$ cat config.mk
export PLATFORM = sky130hd
export DESIGN_NAME = lvdc_mem_cycle_sched
export DESIGN_NICKNAME = d
export VERILOG_FILES = /design/src/rtl/lvdc_mem_pkg.sv /design/src/rtl/lvdc_mem_dup_check.sv /design/src/rtl/lvdc_mem_cycle_sched.sv
export SDC_FILE = /design/constraint.sdc
export NUM_CORES = 1
export LEC_CHECK = 0
export CORE_ASPECT_RATIO = 0.6
export CORE_MARGIN = 3
export CORE_UTILIZATION = 35
export CTS_BUF_LIST = sky130_fd_sc_hd__clkbuf_16
export DETAILED_ROUTE_END_ITERATION = 16
export GPL_TIMING_DRIVEN = 0
export PLACE_DENSITY = 0.74
export SYNTH_ARGS = -nofsm -noshare
export SYNTH_HDL_FRONTEND = slang
export SYNTH_SLANG_ARGS = --single-unit
$ cat constraint.sdc
create_clock -name CLK -period 3.9 [get_ports CLK]
set_clock_uncertainty 0.1 [all_clocks]
set_input_delay 0.975 -clock CLK [delete_from_list [all_inputs] [get_ports CLK]]
set_output_delay 0.975 -clock CLK [all_outputs]
set_load 0.02 [all_outputs]
$ cat src/rtl/lvdc_mem_pkg.sv
// Shared types and helpers for the LVDC core-memory cycle scheduler:
// cycle states, requester ids, module-pair selects and odd parity.
package lvdc_mem_pkg;

  typedef enum logic [2:0] {
    ST_IDLE,
    ST_SEL,
    ST_READ,
    ST_WRITE,
    ST_DONE
  } state_t;

  typedef enum logic {
    REQ_I,
    REQ_D
  } req_id_t;

  localparam logic [3:0] PAIR_01 = 4'b0001;
  localparam logic [3:0] PAIR_23 = 4'b0010;
  localparam logic [3:0] PAIR_45 = 4'b0100;
  localparam logic [3:0] PAIR_67 = 4'b1000;

  // Callers zero-extend their data word; padding zeros do not change the XOR.
  localparam int PARITY_MAX_W = 64;

  function automatic logic odd_parity(input logic [PARITY_MAX_W-1:0] data);
    return ~^data;
  endfunction

  function automatic logic [3:0] pair_onehot(input logic [1:0] pair);
    case (pair)
      2'd0:    return PAIR_01;
      2'd1:    return PAIR_23;
      2'd2:    return PAIR_45;
      default: return PAIR_67;
    endcase
  endfunction

endpackage

$ cat src/rtl/lvdc_mem_dup_check.sv
// Parity check of the A/B read words and selection of the copy to return
// and regenerate; purely combinational.
module lvdc_mem_dup_check
  import lvdc_mem_pkg::*;
#(
  parameter int DATA_W = 26
) (
  input  logic [DATA_W:0]   rda,
  input  logic [DATA_W:0]   rdb,
  input  logic              sel_a,
  input  logic              sel_b,
  input  logic              duplex,
  output logic [DATA_W-1:0] word,
  output logic              err_a,
  output logic              err_b,
  output logic              fatal
);

  logic good_a;
  logic good_b;

  // A stored word is good when its 27 bits hold an odd number of ones.
  assign good_a = ^rda;
  assign good_b = ^rdb;
  assign err_a  = sel_a & ~good_a;
  assign err_b  = sel_b & ~good_b;

  always_comb begin
    // NOTE: every always_comb output gets a default first, so no path can infer a latch.
    word  = rda[DATA_W-1:0];
    fatal = 1'b0;
    if (duplex) begin
      if (good_a) begin
        word = rda[DATA_W-1:0];
      end else if (good_b) begin
        word = rdb[DATA_W-1:0];
      end else begin
        fatal = 1'b1;
      end
    end else if (sel_b) begin
      word  = rdb[DATA_W-1:0];
      fatal = ~good_b;
    end else begin
      fatal = ~good_a;
    end
  end

endmodule

$ cat src/rtl/lvdc_mem_cycle_sched.sv
// Core-memory cycle scheduler: arbitrates instruction/data requesters and runs
// select, destructive read and write/regenerate with duplex parity recovery.
module lvdc_mem_cycle_sched
  import lvdc_mem_pkg::*;
#(
  parameter int ADDR_W    = 12,
  parameter int DATA_W    = 26,
  parameter int READ_CYC  = 2,
  parameter int WRITE_CYC = 2
) (
  input  logic              CLK,
  input  logic              RESET,
  input  logic              IREQ,
  input  logic [2:0]        IMOD,
  input  logic              IDUPLEX,
  input  logic [ADDR_W-1:0] IADDR,
  input  logic              DREQ,
  input  logic [2:0]        DMOD,
  input  logic              DDUPLEX,
  input  logic [ADDR_W-1:0] DADDR,
  input  logic              DWE,
  input  logic [DATA_W-1:0] DWDATA,
  output logic              IACK,
  output logic              DACK,
  output logic [DATA_W-1:0] RDATA,
  output logic [3:0]        MPAIR,
  output logic              MSELA,
  output logic              MSELB,
  output logic [ADDR_W-1:0] MADDR,
  output logic              MRD,
  output logic              MWR,
  output logic [DATA_W:0]   MWDATA,
  input  logic [DATA_W:0]   MRDA,
  input  logic [DATA_W:0]   MRDB,
  output logic              ERRA,
  output logic              ERRB,
  output logic              FATAL
);

  localparam int MAX_CYC = (READ_CYC > WRITE_CYC) ? READ_CYC : WRITE_CYC;
  localparam int CNT_W   = (MAX_CYC > 1) ? $clog2(MAX_CYC) : 1;

  state_t            state;
  state_t            state_nxt;
  logic [CNT_W-1:0]  cnt;
  req_id_t           id_q;
  req_id_t           last_q;
  logic [2:0]        mod_q;
  logic              dup_q;
  logic              we_q;
  logic [ADDR_W-1:0] addr_q;
  logic [DATA_W-1:0] wdata_q;
  logic [DATA_W-1:0] rd_word_q;
  logic [DATA_W-1:0] rdata_q;
  logic              err_a_q;
  logic              err_b_q;
  logic              fatal_q;

  logic              grant;
  logic              grant_i;
  logic              active;
  logic              sel_a;
  logic              sel_b;
  logic              read_last;
  logic              write_last;
  logic [DATA_W-1:0] wr_data;
  logic [DATA_W-1:0] chk_word;
  logic              chk_err_a;
  logic              chk_err_b;
  logic              chk_fatal;

  // On a tie the requester served last loses, so the two alternate.
  assign grant      = (state == ST_IDLE) && (IREQ || DREQ);
  assign grant_i    = IREQ && (!DREQ || (last_q == REQ_D));
  assign read_last  = (state == ST_READ)  && (cnt == CNT_W'(READ_CYC - 1));
  assign write_last = (state == ST_WRITE) && (cnt == CNT_W'(WRITE_CYC - 1));
  assign active     = (state != ST_IDLE);
  assign sel_a      = dup_q || !mod_q[0];
  assign sel_b      = dup_q || mod_q[0];
  assign wr_data    = we_q ? wdata_q : rd_word_q;

  lvdc_mem_dup_check #(
    .DATA_W (DATA_W)
  ) u_dup_check (
    .rda    (MRDA),
    .rdb    (MRDB),
    .sel_a  (sel_a),
    .sel_b  (sel_b),
    .duplex (dup_q),
    .word   (chk_word),
    .err_a  (chk_err_a),
    .err_b  (chk_err_b),
    .fatal  (chk_fatal)
  );

  always_comb begin
    state_nxt = state;
    MPAIR     = '0;
    MSELA     = 1'b0;
    MSELB     = 1'b0;
    MADDR     = '0;
    MRD       = 1'b0;
    MWR       = 1'b0;
    MWDATA    = '0;
    IACK      = 1'b0;
    DACK      = 1'b0;
    if (active) begin
      MPAIR = pair_onehot(mod_q[2:1]);
      MSELA = sel_a;
      MSELB = sel_b;
      MADDR = addr_q;
    end
    case (state)
      ST_IDLE:  if (IREQ || DREQ) state_nxt = ST_SEL;
      ST_SEL:   state_nxt = ST_READ;
      ST_READ: begin
        MRD = 1'b1;
        if (read_last) state_nxt = ST_WRITE;
      end
      ST_WRITE: begin
        MWR    = 1'b1;
        MWDATA = {odd_parity(PARITY_MAX_W'(wr_data)), wr_data};
        if (write_last) state_nxt = ST_DONE;
      end
      ST_DONE: begin
        IACK      = (id_q == REQ_I);
        DACK      = (id_q == REQ_D);
        state_nxt = ST_IDLE;
      end
      default:  state_nxt = ST_IDLE;
    endcase
  end

  always_ff @(posedge CLK) begin
    // NOTE: sequential state uses <= so every flop samples pre-edge values.
    if (RESET) begin
      state   <= ST_IDLE;
      cnt     <= '0;
      last_q  <= REQ_D;
      rdata_q <= '0;
      err_a_q <= 1'b0;
      err_b_q <= 1'b0;
      fatal_q <= 1'b0;
    end else begin
      state <= state_nxt;
      if ((state_nxt == state) && ((state == ST_READ) || (state == ST_WRITE))) begin
        cnt <= cnt + 1'b1;
      end else begin
        cnt <= '0;
      end
      // Error flags appear on the first WRITE cycle; FATAL is sticky.
      err_a_q <= read_last && chk_err_a;
      err_b_q <= read_last && chk_err_b;
      if (read_last && chk_fatal) fatal_q <= 1'b1;
      if (write_last && !we_q)    rdata_q <= rd_word_q;
      if (state == ST_DONE)       last_q  <= id_q;
    end
  end

  // NOTE: the request latches and read word have no reset; every output that
  // exposes them is gated by state, which is reset.
  always_ff @(posedge CLK) begin
    if (grant) begin
      id_q    <= grant_i ? REQ_I : REQ_D;
      mod_q   <= grant_i ? IMOD : DMOD;
      dup_q   <= grant_i ? IDUPLEX : DDUPLEX;
      addr_q  <= grant_i ? IADDR : DADDR;
      we_q    <= !grant_i && DWE;
      wdata_q <= DWDATA;
    end
    if (read_last) rd_word_q <= chk_word;
  end

  assign RDATA = rdata_q;
  assign ERRA  = err_a_q;
  assign ERRB  = err_b_q;
  assign FATAL = fatal_q;

endmodule

# Yosys cells after proc, flatten, opt, wreduce, memory -nomap -nowiden
# Index checks and enable logic that the tools add are counted.
# W data, S select, Z words.
dict set report word_totals {
  regBits 104
  inputBits 117
  output_inout_bits 78
  wordCells 81
}
dict set report op_classes {
  add_sub_neg 1
  n_eq_ne 7
  mux 27
  bitwise 6
  reduce_logical 26
}
# op count
set op_table {}
lappend op_table {{$mux W26} 5}
lappend op_table {{$reduce_xnor A64 Y1} 1}
lappend op_table {{$reduce_xor A27 Y1} 2}
lappend op_table {{$mux W27} 1}
lappend op_table {{$mux W12} 2}
lappend op_table {{$mux W1} 12}
lappend op_table {{$mux W3} 4}
lappend op_table {{$pmux W3 S4} 1}
lappend op_table {{$pmux W4 S3} 1}
lappend op_table {{$logic_and A1 B1 Y1} 10}
lappend op_table {{$eq A3 B2 Y1 const B} 2}
lappend op_table {{$logic_or A1 B1 Y1} 5}
lappend op_table {{$logic_not A1 Y1} 4}
lappend op_table {{$mux W4} 1}
lappend op_table {{$not A1 Y1} 4}
lappend op_table {{$eq A3 B1 Y1 const B} 1}
lappend op_table {{$eq A3 B3 Y1} 1}
lappend op_table {{$eq A3 B3 Y1 const B} 1}
lappend op_table {{$logic_not A3 Y1} 1}
lappend op_table {{$reduce_bool A3 Y1} 1}
lappend op_table {{$and A1 B1 Y1} 2}
lappend op_table {{$eq A2 B1 Y1 const B} 1}
lappend op_table {{$eq A2 B2 Y1 const B} 1}
lappend op_table {{$logic_not A2 Y1} 1}
lappend op_table {{2 further kinds} 2}

# Depth between registers and ports, before layout
# Gate-level depths: netlist of the first run.
dict set report depth {
  word_depth 8
  mapped_depth 8
  mapped_depth_nobuf 6
}

# Modules after synthesis
# From an unflattened synthesis of the first run, not the netlist that was laid out.
dict set report hier_totals {
  hier_cells 452
  hier_area_um2 5380.2
}
# module n_inst cells_per_inst area_per_inst_um2 seq_area_each_um2
set modules_own_cells {}
lappend modules_own_cells {lvdc_mem_cycle_sched 1 368 4499.3 2782.7}
lappend modules_own_cells {lvdc_mem_dup_check 1 84 880.8 0.0}

# Least setup slack after synthesis of the first run
# OpenSTA, ideal clock, no wires.
dict set report synth_timing {
  path_kind {in2reg}
  start {in MRDB[23]}
  end {reg rd_word_q[10], data pin}
  setup_time_ns 0.260
  t_arrival_ns 2.768
  required_ns 3.540
  slack_ns 0.771
  cell_stages 7
  path_buffers 1
  path_cell_list {xnor2_1 -> xnor2_1 -> xnor3_1 -> xnor3_2 -> a31oi_4 -> buf_12 -> mux2_4}
}
dict set report synth_between {
  elab_chain_len 4
}
# element line
set synth_lines {}
lappend synth_lines {{start: declaration} lvdc_mem_cycle_sched.sv:34} ;# input logic [DATA_W:0] MRDB,
lappend synth_lines {{$reduce_xor A27 Y1} lvdc_mem_dup_check.sv:24} ;# assign good_b = ^rdb;
lappend synth_lines {{$mux W26} lvdc_mem_dup_check.sv:35} ;# end else if (good_b) begin
lappend synth_lines {{$mux W26} lvdc_mem_dup_check.sv:33} ;# if (good_a) begin
lappend synth_lines {{$mux W26} lvdc_mem_dup_check.sv:32} ;# if (duplex) begin
lappend synth_lines {{net chk_word[10]} lvdc_mem_cycle_sched.sv:67} ;# logic [DATA_W-1:0] chk_word;
lappend synth_lines {{end signal: assignment} lvdc_mem_cycle_sched.sv:171} ;# if (read_last) rd_word_q <= chk_word;
lappend synth_lines {{end: declaration} lvdc_mem_cycle_sched.sv:53} ;# logic [DATA_W-1:0] rd_word_q;
# The timed path passes the listed nets, and every way through them passes these cells.
# A chain may end at the register's enable or synchronous reset.

# Worst setup path after layout of the first run
dict set report layout_timing {
  start {reg we_q}
  end {out MWDATA[15]}
}
dict set report layout_between {
  elab_chain_len 2
}
# element line
set layout_lines {}
lappend layout_lines {{start: declaration} lvdc_mem_cycle_sched.sv:50} ;# logic we_q;
lappend layout_lines {{start signal: assignment} lvdc_mem_cycle_sched.sv:168} ;# we_q <= !grant_i && DWE;
lappend layout_lines {{$mux W26} lvdc_mem_cycle_sched.sv:80} ;# assign wr_data = we_q ? wdata_q : rd_word_q;
lappend layout_lines {{$mux W27} lvdc_mem_cycle_sched.sv:113} ;# case (state)
lappend layout_lines {{end: declaration} lvdc_mem_cycle_sched.sv:32} ;# output logic [DATA_W:0] MWDATA,
# No other way between the ends.

==> flow_summary.yaml, run 1 <==
grt:
  grt_max_degree: 37
  antenna_found_initial: 0
  grt_pass1_vias: 4203
  grt_pass1_wl_um: 23600
  track_usage_pct: 18.2
  grt-ovfl-total: 0
critical_path:
  crit_path_start: "we_q"
  start_kind: "flip-flop"
  crit_family: "buffers and inverters"
  crit_buf_inv: 4
  worst_setup_path_end_kind: "output port"
  crit_arrival_ns: 2.62
  crit_slowest_cell: "clkdlybuf4s50_1"
  r2r-start: "we_q"
  worstSetupPathType: "flip-flop to output port"
  cp.required_ns: 2.82
  cp_max_fo: 10
  crit_chain: "buf_4, buf_2, clkbuf_4, mux2i_1, nor2_1, clkdlybuf4s50_1"
  max_stage_delay_ns: 0.63
routing:
  ant_nets: 0
  wl_per_cell_um: 18.4
  via_per_inst: 4.75
  first_pass_iters: 5
  num_vias: 4088
  first_iter_violations: 348
  wl_um: 15800
  drc: 0
floorplanning:
  fp.coreArea_mm2: 0.0148
  chipWidth_um: 167
  die_h_um: 102
  dieArea_mm2: 0.0171
  rows: 34
  initial_core_util_pct: 36.6
  ios: 195
yosys:
  avgSynthCellArea_um2: 12.0
  syn_nets: 570
  yosys.cell_types.count: 32
  yosysWarnings: 0
  yosysSeqAreaShare_pct: 51.3
  synth_cells: 453
  synth_area_mm2: 0.00543
  ys_seq_elements: 104
sta:
  setup_violations: 0
  fmax_mhz: 271
  timing.final.ws_setup_ns: 0.209
  finalHoldViolCount: 0
  tns_ns: 0
  slew_viol_final: 0
  fin_crit_ns: 3.69
  rsz0062_at_grt: "false"
  worstMarginPinSlew_ns: 1.10
  fin_crit_sh_pct: 94.6
  slew_headroom_pct: 26.9
placed_design:
  gp_congestion: 0.821
  port_buffers: 193
  place_hpwl_um: 12500
  post-place-ws_ns: -0.265
clock_network:
  clk_latency_ns: 0.35
  cts_root_buffer: "clkbuf_16"
  clk_path_buf_depth: 2
  cts_made_buffers: 9
  cts_tree: "done"
  htreeDepth: 3
  cts_hold_buf: 0
  clkSinkCount: 104
  path_clk_slew_ns: 0.07
finish:
  drive_above_1_share_pct: 11.3
  seq_area_mm2: 0.00278
  multiInputGateArea_mm2: 0.00251
  areaGrowthSynthToFinish_pct: 46.5
  num-nets-final: 775
  diodes: 0
  nFillCells: 1278
worst_hold_path:
  hold_class: "flip-flop to flip-flop"
  hold_start: "RDATA[6]"
run:
  cap_violations: 0
power_and_ir_drop:
  powerDensity_mw_per_mm2: 434
  peakVddDrop_uv: 253
  p_leak_uw: 0.00289
status:
  outcome: "finished clean"
==> timing repair <==
| item | 4_1_cts | 5_1_grt |
|---|---|---|
| setup buffers | 1 | 0 |
| resized for setup | 4 | 2 |
| setup endpoints to repair | 34 | 2 |
| cloned | 0 | 0 |
==> final timing paths <==
check	endpoint	slack (ns)	cells after the start
max	MWDATA[15]	0.21	6
min	RDATA[6]	0.36	2
max reg2reg	RDATA[14]	1.58	6
min reg2reg	RDATA[6]	0.36	2
==> worst min-delay path, stage by stage, from the launching register on <==
cell and delay, ns:
dfxtp_1 0.31, nand2_1 0.05, a21oi_1 0.05
==> placed cells by master, fill, tap and decap left out, types with 2 or more instances in the layout <==
master,count
nand2_1,55
mux2_4,20
buf_12,3
nor2b_1,14
inv_6,3
and2_1,2
xnor2_1,49
nor4b_1,2
buf_2,3
buf_4,2
mux2i_1,37
inv_1,6
dfxtp_1,34
clkbuf_1,12
clkdlybuf4s50_1,192
clkbuf_16,9
a21oi_1,29
nor3b_1,2
xnor3_1,5
mux2_2,22
xor2_1,29
nor2_1,37
nand3_1,2
clkbuf_4,2
nor4_1,2
edfxtp_1,70
and3_1,2
==> flip-flops by register name (all words and copies together) (netlist names), 3 cells and up <==
name and cells:
mod_q 3, wdata_q 26, rd_word_q 26, addr_q 12, state 3, RDATA 26
==> layer usage <==
layer / wire length, um / track usage (%) / vias to the layer above / part of all wire, %
met5: 0 / 0 / - / 0
met4: 63 / 2.66 / 0 / 0.40
met3: 1170 / 4.99 / 9 / 7.4
met2: 6900 / 28.5 / 158 / 44
met1: 7680 / 26.2 / 1954 / 49
li1: - / - / 1967 / -
==> stage by stage <==
step	hold slack [ns]	std cells	area, um2	util (%)	total power (uW)
after floorplan	0.337	453	5430	-	2160
after global placement	0.343	844	7610	51.2	2530
after detailed placement	0.350	845	7630	51.4	2550
after CTS	0.361	861	7950	53.5	3480
after global routing	0.378	861	7950	53.5	3600
final	0.358	861	7950	53.5	3450
==> report_power, final <==
group,internal [uW],switching [uW]
combinational,674,515
sequential,1290,40.5
clock,505,431
==> synth_stat cells <==
library cell  count  area [um2]
a21oi_1          29         145
a31oi_1           1        6.26
a31oi_4           1        21.3
and2_1            2        12.5
and3_1            2        12.5
and3b_1           1        8.76
buf_12            2        40.0
buf_2             6        30.0
clkbuf_1         13        48.8
dfxtp_1          34         681
edfxtp_1         70        2100
inv_1             6        22.5
mux2_2           22         248
mux2_4           20         300
mux2i_1          38         380
nand2_1          55         206
nand3_1           2        10.0
nor2_1           37         139
nor2b_1          14        87.6
nor3_1            2        10.0
nor3b_1           2        15.0
nor4_1            2        12.5
nor4b_1           2        17.5
o21a_1            2        15.0
o21ai_1           1        5.00
o31a_1            1        8.76
or2_2             1        6.26
xnor2_1          49         429
xnor2_2           1        16.3
xnor3_1           5         113
xnor3_2           1        23.8
xor2_1           29         254
==> final cells by class <==
cell class / instances / area share [%]
sequential: 104 / 35.0
multi-input combinational: 322 / 31.6
timing repair buffer: 195 / 24.6
tap: 198 / 3.12
clock buffer: 9 / 2.83
buffer: 20 / 1.54
clock inverter: 7 / 0.976
inverter: 6 / 0.283
==> cell families after synthesis <==
| group | after synthesis | share of synthesized area (%) |
|---|---|---|
| xor gates and xnor gates | 85 | 15.4 |
| and+or+nand+nor | 122 | 9.91 |
| AOI/OAI and AO/OA | 35 | 3.71 |
| buffers and inverters | 27 | 2.60 |
| muxes | 80 | 17.1 |
| DFF | 104 | 51.3 |
Power figures use the tool's default switching activity.
==> run 2: changes to the inputs <==
Settings changed: SYNTH_HIERARCHICAL from default to 1.
==> flow_summary.yaml, run 2 <==
floorplanning:
  chipWidth_um: 166
  fp.coreArea_mm2: 0.0148
  ios: 195
  dieArea_mm2: 0.0169
  rows: 34
  initial_core_util_pct: 36.4
  die_h_um: 102
placed_design:
  post-place-ws_ns: -0.0214
  place_hpwl_um: 12800
  gp_congestion: 0.802
  dp.cells: 844
  port_buffers: 193
yosys:
  syn_nets: 569
  synth_area_leaders: "edfxtp_1 (39%), dfxtp_1 (13%), mux2_2 (8.2%), xnor2_1 (7.5%), mux2i_1 (7.1%)"
  avgSynthCellArea_um2: 11.9
  yosys.cell_types.count: 33
  yosysWarnings: 6
  synth_top_cells_by_count: "edfxtp_1 (70), nand2_1 (55), xnor2_1 (46)"
  postSynth.asyncResetShare_pct: 0
  synth_cells: 452
  yosysSeqAreaShare_pct: 51.7
  synth_ff_type: "edfxtp_1"
  synth-edff-count: 70
  synth_top_area_share_pct: 39.1
  yosysMostFrequentCell: "edfxtp_1"
  yosysTopAreaCell: "edfxtp_1"
  ys_seq_elements: 104
  synth_area_mm2: 0.00538
clock_network:
  cts_root_buffer: "clkbuf_16"
  clk_path_buf_depth: 2
  htreeDepth: 3
  clkSinkCount: 104
  cts_tree: "done"
  cts_made_buffers: 9
  clk_latency_ns: 0.34
  path_clk_slew_ns: 0.07
  cts_hold_buf: 0
power_and_ir_drop:
  p_total_uw: 3360
  switching_share_pct: 28.0
  peakVddDrop_uv: 206
  seqPwrFrac_pct: 39.6
  p_sw_uw: 942
  p_clk_share_pct: 27.0
  combPwrFrac_pct: 33.4
  internal_power_uw: 2420
  p_leak_uw: 0.00281
  powerDensity_mw_per_mm2: 426
sta:
  fin_crit_ns: 3.79
  hold_ws_ns: 0.358
  slew_headroom_pct: 18.6
  worstMarginPinSlew_ns: 1.22
  fmax_mhz: 264
  fin_crit_sh_pct: 97.1
  slew_viol_final: 0
  setup_violations: 0
  timing.final.ws_setup_ns: 0.112
  finalHoldViolCount: 0
  rsz0062_at_grt: "false"
finish:
  diodes: 0
  final_common_cell: "clkdlybuf4s50_1"
  layout_common_cells: "clkdlybuf4s50_1 (192), edfxtp_1 (70), nand2_1 (55), xnor2_1 (46), mux2_2 (39)"
  areaGrowthSynthToFinish_pct: 46.8
  drive_above_1_share_pct: 10.8
  num-nets-final: 776
  instances_no_fill: 862
critical_path:
  crit_chain: "xor2_1, mux2i_1, xnor3_1, xnor3_1, xnor3_1, nor2_1, buf_2"
  worstSetupPathType: "flip-flop to output port"
  cp_max_fo: 2
  crit_path_frequent_cell: "xnor3_1"
  crit_family: "XOR/XNOR gates"
  r2r-start: "state[0]"
  crit_buf_inv: 1
  worst_setup_path_end_kind: "output port"
  max_stage_delay_ns: 0.52
  crit_path_start: "rd_word_q[15]"
  crit_slowest_cell: "edfxtp_1"
  start_kind: "flip-flop"
  cp.required_ns: 2.82
  crit_arrival_ns: 2.71
routing:
  first_iter_violations: 211
  wl_per_cell_um: 18.7
  ant_nets: 0
  num_vias: 4062
  wl_um: 16100
  first_pass_iters: 4
  drc: 0
  via_per_inst: 4.71
worst_hold_path:
  hold_class: "flip-flop to flip-flop"
  hold_start: "RDATA[21]"
grt:
  track_usage_pct: 19.2
  grt_pass1_wl_um: 24500
  grt_max_degree: 31
  antenna_found_initial: 0
  grt-ovfl-total: 0
  grt_pass1_vias: 4199
run:
  cap_violations: 0
status:
  outcome: "finished clean"
[run 2: changes by cell type after synthesis, moves of 2 or more]
cell	before	now
nand3_1	2	0
buf_12	2	0
nor2_1	37	34
buf_6	0	3
mux2_1	0	3
and2_1	2	6
mux2_2	22	39
mux2_4	20	0
xnor2_1	49	46
inv_1	6	2
xnor3_1	5	7
nor2b_1	14	16
[run 2: repair_timing]
| item | in CTS | in global routing |
|---|---|---|
| resized for setup | 4 | 3 |
| setup endpoints to repair | 11 | 14 |
| buffers inserted | 2 | 0 |
| pin swaps | 0 | 0 |
[run 2: logic make-up after synthesis]
logic type / count (synthesis) / share of synthesized area (%)
simple gates: 126 / 10.6
flops: 104 / 51.7
xor+xnor: 85 / 16.0
mux: 80 / 15.9
compound gates: 35 / 3.67
buf+inv: 22 / 2.07
[run 2: routing by layer]
layer	share of wire, %	track usage, %	wire (um)	vias up
met5	0	0	0	-
met4	0.84	4.28	136	0
met3	5.6	4.14	902	8
met2	41	27.7	6680	146
met1	52	29.4	8420	1932
li1	-	-	-	1976
[run 2: power by group through the flow]
stage | sequential, uW | clock (uW) | combinational [uW]
2_1_floorplan | 1350 | 0 | 761
3_3_place_gp | 1360 | 0 | 1100
3_5_place_dp | 1360 | 0 | 1120
4_1_cts | 1330 | 925 | 1130
5_1_grt | 1340 | 974 | 1200
6_report | 1330 | 907 | 1120
[run 2: worst min-delay path, cell delays in order (launching register included)]
cell     delay, ns
dfxtp_1       0.31
nand2_1       0.05
a21oi_1       0.05
[run 2: worst paths after layout]
kind / endpoint / slack [ns] / cells after the start
setup reg to reg: RDATA[19] / 1.40 / 7
setup / recovery: MWDATA[26] / 0.11 / 7
hold / removal: RDATA[21] / 0.36 / 2
hold reg to reg: RDATA[21] / 0.36 / 2
[run 2: cell type report]
type / instances / area, um2
Fill cell: 1283 / 6870
Sequential cell: 104 / 2780
Multi-Input combinational cell: 326 / 2490
Timing Repair Buffer: 196 / 1960
Tap cell: 198 / 248
Clock buffer: 9 / 225
Buffer: 20 / 109
Clock inverter: 7 / 70.1
Inverter: 2 / 7.51
[run 2: stage by stage]
step / area (um2) / util, % / TNS [ns]
floorplan: 5380 / - / 0
global placement: 7560 / 51.2 / 0
detailed placement: 7580 / 51.4 / -0.0260
CTS: 7900 / 53.5 / 0
global route: 7900 / 53.5 / 0
finish: 7900 / 53.5 / 0
==> run 3: changes to the inputs <==
Settings changed: PLACE_DENSITY 0.74 to 0.65.
==> flow_summary.yaml, run 3 (synthesis results as in run 2) <==
sta:
  slew_headroom_pct: 14.9
  fin_crit_ns: 3.78
  rsz0062_at_grt: "false"
  slew_viol_final: 0
  tns_ns: 0
  worstMarginPinSlew_ns: 1.28
  finalHoldViolCount: 0
  setup_violations: 0
  fin_crit_sh_pct: 97.0
  fmax_mhz: 264
floorplanning:
  die_h_um: 102
  rows: 34
  ios: 195
  fp.coreArea_mm2: 0.0148
  initial_core_util_pct: 36.4
  dieArea_mm2: 0.0169
  chipWidth_um: 166
worst_hold_path:
  hold_class: "flip-flop to flip-flop"
critical_path:
  crit_slowest_cell: "clkdlybuf4s50_1"
  max_stage_delay_ns: 0.64
  r2r_setup_slack_ns: 1.43
  crit_buf_inv: 5
  worstSetupPathType: "flip-flop to output port"
  start_kind: "flip-flop"
  crit_arrival_ns: 2.71
  cp.required_ns: 2.82
  crit_path_frequent_cell: "buf_2"
  crit_family: "buffers and inverters"
  worst_setup_path_end_kind: "output port"
  crit_chain: "buf_6, buf_2, buf_2, clkbuf_4, mux2i_1, nor2_1, clkdlybuf4s50_1"
  cp_max_fo: 10
clock_network:
  cts_hold_buf: 0
  clkSinkCount: 104
  cts_tree: "done"
  cts_made_buffers: 9
  path_clk_slew_ns: 0.07
  cts_root_buffer: "clkbuf_16"
  htreeDepth: 3
  clk_path_buf_depth: 2
  clk_latency_ns: 0.35
finish:
  final_area_mm2: 0.00790
  layout_common_cells: "clkdlybuf4s50_1 (192), edfxtp_1 (70), nand2_1 (55), xnor2_1 (46), mux2_2 (39)"
  diodes: 0
  drive_above_1_share_pct: 10.9
  final_common_cell: "clkdlybuf4s50_1"
  num-nets-final: 775
  areaGrowthSynthToFinish_pct: 46.8
  instances_no_fill: 861
routing:
  first_pass_iters: 4
  wl_um: 15900
  via_per_inst: 4.72
  ant_nets: 0
  wl_per_cell_um: 18.4
  drc: 0
  num_vias: 4062
  first_iter_violations: 236
power_and_ir_drop:
  p_leak_uw: 0.00282
  powerDensity_mw_per_mm2: 429
  peakVddDrop_uv: 190
  p_total_uw: 3390
run:
  cap_violations: 0
placed_design:
  gp_congestion: 0.824
  dp.cells: 844
  port_buffers: 193
  place_area_mm2: 0.00758
  place_hpwl_um: 12700
grt:
  grt_pass1_wl_um: 23900
  grt_max_degree: 36
  grt_pass1_vias: 4133
  antenna_found_initial: 0
  grt-ovfl-total: 0
  track_usage_pct: 18.6
status:
  outcome: "finished clean"
## run 3: worst register-to-register path, stage by stage, from the launching register on
cell and delay (ns):
dfxtp_1 0.40, nand3b_1 0.49, inv_1 0.19, nand2_1 0.11, nor2_1 0.39, clkbuf_1 0.46, nand2_1 0.12, a21oi_1 0.15
## run 3: repair_timing
item,4_1_cts,5_1_grt
endpoints found under the setup margin,1,16
hold endpoints to repair,0,0
resized for setup,3,3
setup buffers,0,1
## run 3: power breakdown
part | total [uW] | internal (uW) | leakage (uW) | switching (uW)
logic | 1120 | 635 | 0.00174 | 489
registers | 1330 | 1290 | 0.000936 | 44.0
clock network | 933 | 506 | 0.000148 | 427
## run 3: layout make-up
| class | count | area [um2] |
|---|---|---|
| repair buffers | 195 | 1950 |
| multi-input cells | 326 | 2490 |
| inverters | 2 | 7.51 |
| flip-flops and latches | 104 | 2780 |
| clock inverters | 7 | 80.1 |
| clock buffers | 9 | 225 |
| fillers | 1307 | 6870 |
| plain buffers | 20 | 106 |
| well taps | 198 | 248 |
## run 3: stage by stage
stage	util (%)	setup slack (ns)	hold WS, ns
after floorplan	-	0.740	0.337
after global placement	51.2	0.0531	0.347
after detailed placement	51.4	0.0266	0.347
after CTS	53.4	0.0225	0.357
after global routing	53.5	0.00401	0.370
final	53.5	0.119	0.358
## run 3: path summary, 6_finish.rpt
check,from,end,depth (start not counted)
setup / recovery,we_q,MWDATA[5],7
hold reg to reg,RDATA[22],RDATA[22],2
setup reg to reg,state[2],RDATA[10],7
hold / removal,RDATA[22],RDATA[22],2
## run 3: per-layer routing
layer  part of all wire, %  vias up  track usage [%]
li1                      -     1971                -
met1                    48     1920             27.9
met2                    41      162             26.5
met3                   9.5        9             5.88
met4                  0.59        0             3.26
met5                     0        -                0
